File: config.mk
export PLATFORM = sky130hd
export DESIGN_NAME = cpu_control_unit
export DESIGN_NICKNAME = d
export VERILOG_FILES = /design/src/rtl/cpu_pkg.sv /design/src/rtl/cpu_alu.sv /design/src/rtl/cpu_control_unit.sv
export SDC_FILE = /design/constraint.sdc
export NUM_CORES = 1
export LEC_CHECK = 0
export ABC_AREA = 0
export CORE_ASPECT_RATIO = 0.5
export CORE_MARGIN = 2
export CORE_UTILIZATION = 51
export CTS_CLUSTER_DIAMETER = 30
export DETAILED_ROUTE_END_ITERATION = 8
export PLACE_DENSITY = 0.82
export SLEW_MARGIN = 20
export SYNTH_ARGS = -nofsm -noshare
export SYNTH_HDL_FRONTEND = slang
export SYNTH_SLANG_ARGS = --single-unit
export TNS_END_PERCENT = 100
File: constraint.sdc
create_clock -name clk -period 2.96 [get_ports clk]
set_input_delay 0.444 -clock clk [delete_from_list [all_inputs] [get_ports clk]]
set_output_delay 0.444 -clock clk [all_outputs]
set_load 0.01 [all_outputs]
File: src/rtl/cpu_pkg.sv
// Shared definitions for the 8-bit accumulator CPU core.
//   DEF_ADDR_W / DEF_DATA_W : default address and word widths
//   OP_CLA .. OP_BAN        : opcode values carried in ir[7:4]
//   state_t                 : control FSM encoding (ST_FETCH, ST_EXEC, ST_HALT)
package cpu_pkg;

   localparam int DEF_ADDR_W = 4;
   localparam int DEF_DATA_W = 8;
   localparam int OP_W       = 4;

   localparam logic [OP_W-1:0] OP_CLA = 4'h0;
   localparam logic [OP_W-1:0] OP_COM = 4'h1;
   localparam logic [OP_W-1:0] OP_SHR = 4'h2;
   localparam logic [OP_W-1:0] OP_CSL = 4'h3;
   localparam logic [OP_W-1:0] OP_STP = 4'h4;
   localparam logic [OP_W-1:0] OP_ADD = 4'h5;
   localparam logic [OP_W-1:0] OP_STA = 4'h6;
   localparam logic [OP_W-1:0] OP_LDA = 4'h7;
   localparam logic [OP_W-1:0] OP_JMP = 4'h8;
   localparam logic [OP_W-1:0] OP_BAN = 4'h9;

   typedef enum logic [1:0] {
      ST_FETCH = 2'd0,
      ST_EXEC  = 2'd1,
      ST_HALT  = 2'd2
   } state_t;

endpackage

File: src/rtl/cpu_alu.sv
// Combinational accumulator update for one EXEC cycle.
//   op       : opcode field of the current instruction
//   acc      : current accumulator
//   operand  : RAM word at the operand address (used by ADD and LDA)
//   acc_next : accumulator value to register at the end of EXEC
// Opcodes that do not touch the accumulator pass it through unchanged.
module cpu_alu
   import cpu_pkg::*;
#(
   parameter int DATA_W = DEF_DATA_W
) (
   input  logic [OP_W-1:0]   op,
   input  logic [DATA_W-1:0] acc,
   input  logic [DATA_W-1:0] operand,
   output logic [DATA_W-1:0] acc_next
);

   always_comb begin
      acc_next = acc;
      case (op)
         OP_CLA:  acc_next = '0;
         OP_COM:  acc_next = ~acc;
         OP_SHR:  acc_next = {acc[DATA_W-1], acc[DATA_W-1:1]};
         OP_CSL:  acc_next = {acc[DATA_W-2:0], acc[DATA_W-1]};
         OP_ADD:  acc_next = acc + operand;
         OP_LDA:  acc_next = operand;
         default: acc_next = acc;
      endcase
   end

endmodule

File: src/rtl/cpu_control_unit.sv
// Multi-cycle control/datapath core of the 8-bit accumulator CPU.
// Holds PC, IR and ACC and drives a 16x8 RAM with two combinational read
// ports; one instruction completes every FETCH+EXEC pair until STP.
//   clk, rst   : system clock, asynchronous active-high reset
//   step       : (SINGLE_STEP_EN only) FETCH waits for step=1
//   mdr_ins    : RAM word at addr_ins
//   mdr_data   : RAM word at addr_data
//   addr_ins   : instruction address (= pc)
//   addr_data  : operand address (= ir[3:0])
//   data_out   : RAM write data (= acc)
//   ram_we     : RAM write enable, sampled by the RAM on negedge clk
//   pc, acc    : program counter, accumulator
//   halted     : set once STP has executed
// Build option: define SINGLE_STEP_EN to add the step input.
//
// state    | meaning
// ST_FETCH | ir <= mdr_ins (waits for step when single-stepping)
// ST_EXEC  | execute ir: update acc/pc, STA drives ram_we this cycle
// ST_HALT  | STP executed; everything frozen until rst
module cpu_control_unit
   import cpu_pkg::*;
#(
   parameter int                ADDR_W   = DEF_ADDR_W,
   parameter int                DATA_W   = DEF_DATA_W,
   parameter logic [ADDR_W-1:0] RESET_PC = '0
) (
   input  logic              clk,
   input  logic              rst,
`ifdef SINGLE_STEP_EN
   input  logic              step,
`endif
   input  logic [DATA_W-1:0] mdr_ins,
   input  logic [DATA_W-1:0] mdr_data,
   output logic [ADDR_W-1:0] addr_ins,
   output logic [ADDR_W-1:0] addr_data,
   output logic [DATA_W-1:0] data_out,
   output logic              ram_we,
   output logic [ADDR_W-1:0] pc,
   output logic [DATA_W-1:0] acc,
   output logic              halted
);

   state_t            state;
   logic [DATA_W-1:0] ir;
   logic [DATA_W-1:0] acc_next;
   logic [OP_W-1:0]   op;
   logic [ADDR_W-1:0] x;
   logic              fetch_go;

   assign op = ir[DATA_W-1 -: OP_W];
   assign x  = ir[ADDR_W-1:0];

`ifdef SINGLE_STEP_EN
   assign fetch_go = step;
`else
   assign fetch_go = 1'b1;
`endif

   assign addr_ins  = pc;
   assign addr_data = x;
   assign data_out  = acc;
   // Decoded from registers only, so it is settled well before the RAM's
   // negedge sample and drops as soon as rst clears state.
   assign ram_we = (state == ST_EXEC) && (op == OP_STA);

   cpu_alu #(.DATA_W(DATA_W)) u_alu (
      .op       (op),
      .acc      (acc),
      .operand  (mdr_data),
      .acc_next (acc_next)
   );

   always_ff @(posedge clk or posedge rst) begin
      if (rst) begin
         state  <= ST_FETCH;
         pc     <= RESET_PC;
         ir     <= '0;
         acc    <= '0;
         halted <= 1'b0;
      end else begin
         case (state)
            ST_FETCH: begin
               if (fetch_go) begin
                  ir    <= mdr_ins;
                  state <= ST_EXEC;
               end
            end
            ST_EXEC: begin
               acc   <= acc_next;
               state <= ST_FETCH;
               case (op)
                  OP_STP: begin
                     halted <= 1'b1;
                     state  <= ST_HALT;
                  end
                  OP_JMP:  pc <= x;
                  // pc still holds the BAN address here, so the offset is relative to it
                  OP_BAN:  pc <= acc[DATA_W-1] ? pc + x : pc + ADDR_W'(1);
                  default: pc <= pc + ADDR_W'(1);
               endcase
            end
            ST_HALT: state <= ST_HALT;
            default: state <= ST_FETCH;
         endcase
      end
   end

endmodule

==> flow_summary.toml <==
[run_status]
status = "finished clean"

[timing]
rsz0062_at_grt = "false"
fmax_mhz = 414
relSlewSlack_pct = 40.5
hold_viol = 0
setup_tns_ns = 0
post-route-period-util_pct = 81.7
setup_viol = 0
skew_ns = 0.00241
tightest_slew_ns = 0.891
slew_violations = 0
period_needed_ns = 2.42

[setup_path]
crit_fanout = 3
start_kind = "primary input"
worstPathArrival_ns = 2.58
worst-setup-path-type = "primary input to register"
reg2reg_from = "acc[0]"
r2r-end = "acc[6]"
end_kind = "register"
crit_start = "mdr_data[0]"
worstRegToRegCells = 6
endpoint = "acc[6]"
required_ns = 3.12
rrSetupSlack_ns = 0.69

[die]
design.core.area_um2 = 3960
die_area_um2 = 4770
core.rowCount = 16
die_w_um = 95.7
io_pins = 48
die-height_um = 49.9
start_util_pct = 54.1

[route]
met1_length_um = 2400
wire_per_inst_um = 16.6
met2_length_um = 2420
drc = 0
wl_um = 5190
dr.pass1.iters = 4
dr_wl_met3_um = 299
route.vias.total = 1938
dr.max_layer_used = "met4"
drt_iter0_markers = 158
detail-route-antenna-nets = 0
vias_per_cell = 6.19

[power_and_ir_drop]
power.switching_uw = 1280
p_leak_uw = 0.00101
power.internal_uw = 1460
max-vdd-ir-drop_v = 0.000587
pwr-share-clk_pct = 7.5
pwr-share-comb_pct = 66.0
power_frac_seq_pct = 26.5
power_density_nw_per_um2 = 1070
swShare_pct = 46.7

[global_route]
grt_usage_pct = 23.0
grt_pass1_wl_um = 8590
antenna_found_initial = 0
grt_overflow = 0
grt_max_degree = 30
grt_pass1_vias = 1835

[place]
routabilityCongestion = 0.875
place_area_um2 = 2510
place_inst = 309
portBuffers = 47
hpwl_um = 3790

[clock_tree]
clock_path_buffers = 2
postCtsSetupBuffers = 0
clk_pin_slew_ns = 0.09
cts_tree = "yes"
cts_buffers = 3
clk_latency_ns = 0.27
holdBufCountCts = 0
cts_resized = 0
clock_sinks = 23
htree_levels = 1
cts-root-buf = "clkbuf_8"

[finish]
antenna_cells = 0
drive_gt1_share_pct = 8.88
stdcell_count = 313
area_growth_pct = 19.5
fin_area_um2 = 2560
n_fill_cell = 329
nets = 291
fin_util_pct = 64.7

[yosys]
ys_ff_latch = 23
synthCells = 231
seq_area_frac_synth_pct = 26.8
synth_edf_count = 0
yosys_warnings = 0
syn_nets = 262
netlist_area_um2 = 2140
syn_area_per_cell_um2 = 9.28
synth-main-ff-cell = "dfrtp_1"
ys_types = 60
async_reset_ff_share_pct = 100

[hold_path]
hold_path_class = "register to register"

[job]
drv_cap = 0
==> final cells by class <==
cell class / count / area, µm² / area share, %
Multi-Input combinational cell: 174 / 1350 / 52.6
Sequential cell: 23 / 576 / 22.4
Timing Repair Buffer: 50 / 493 / 19.2
Tap cell: 54 / 67.6 / 2.64
Clock buffer: 3 / 41.3 / 1.61
Inverter: 8 / 30.0 / 1.17
Clock inverter: 1 / 7.51 / 0.293
==> worst max-delay path, cell delays in order <==
cell	delay, ns
clkdlybuf4s50_1	0.42
ha_1	0.24
fa_1	0.43
a211oi_1	0.37
nor4_1	0.12
o31a_1	0.29
a221o_1	0.26
==> registers in the layout, indices dropped and copies added (netlist names) <==
register	count
acc	8
addr_ins	4
halted	1
ir	8
state	2
==> cell families (layout without fill, tap and decap cells) <==
family / Yosys count / count (layout) / share of synthesized area [%]
xor+xnor: 4 / 4 / 1.63
simple gates: 77 / 77 / 23.8
flops: 23 / 23 / 26.8
mux: 13 / 13 / 6.48
buf+inv: 34 / 62 / 10.3
fa+ha+maj: 13 / 13 / 8.28
compound gates: 67 / 67 / 22.7
==> power groups by stage <==
stage	logic [µW]	registers [µW]	clock network, µW
after floorplan	1350	686	0
after global placement	1740	721	0
after detailed placement	1790	729	0
after CTS	1800	724	210
after global routing	1990	761	222
final	1810	726	205
==> metal layers <==
metal | GRT usage, % | vias to the layer above
met1 | 33.2 | 921
li1 | - | 923
met3 | 3.67 | 10
met2 | 35.9 | 84
met4 | 6.43 | 0
met5 | 0 | -
==> worst min path at each step <==
stage,startpoint,to,slack [ns],cells after the start
6_report,halted,halted,0.49,1
2_1_floorplan,rst,acc[0],0.45,1
3_3_place_gp,halted,halted,0.46,1
4_1_cts,halted,halted,0.50,1
3_5_place_dp,halted,halted,0.47,1
5_1_grt,halted,halted,0.53,1
==> placed cells by master (no fill, tap or decap), drive strengths merged, types with 4 or more instances in the layout <==
cell / n
a22o: 4
nor3b: 4
nand2: 8
inv: 8
nand3: 6
a21oi: 7
nand2b: 11
a31oi: 6
mux2: 7
o21ai: 13
mux2i: 6
nor2b: 5
clkdlybuf4s50: 47
nor2: 11
dfrtp: 23
a211oi: 6
ha: 11
nand3b: 7
==> Yosys cell counts (2+ instances only) <==
library cell,instances,area share (%)
dfrtp_1,23,27
buf_4,17,6.0
o21ai_0,12,2.8
ha_1,11,6.4
nand2b_1,11,3.2
nor2_1,11,1.9
inv_1,8,1.4
nand2_1,8,1.4
a21oi_1,7,1.6
mux2_2,7,3.7
nand3b_1,7,2.5
a211oi_1,6,2.1
a31oi_1,6,1.8
mux2i_1,6,2.8
nand3_1,6,1.4
buf_2,5,1.2
nor2b_1,5,1.5
a22o_1,4,1.6
a32oi_1,3,1.2
and3_1,3,0.88
buf_6,3,1.6
nor3_1,3,0.70
o2111ai_1,3,1.2
o211ai_1,3,1.1
o32ai_1,3,1.2
or3_1,3,0.88
a21o_1,2,0.70
a221o_1,2,0.93
fa_1,2,1.9
nor3b_1,2,0.70
nor3b_2,2,1.2
nor4_1,2,0.58
nor4b_1,2,0.82
o211a_1,2,0.93
o22ai_1,2,0.58
o31a_1,2,0.82
or3b_2,2,0.82
xnor2_1,2,0.82
xor2_1,2,0.82
==> through the flow <==
stage / power (µW) / worst slack, ns / hold slack [ns]
finish: 2740 / 0.542 / 0.487
global route: 2970 / 0.434 / 0.534
CTS: 2730 / 0.557 / 0.495
detailed placement: 2520 / 0.290 / 0.469
global placement: 2460 / 0.346 / 0.456
floorplan: 2030 / 0.847 / 0.446
Note: power is estimated with default switching activity, not from simulation.
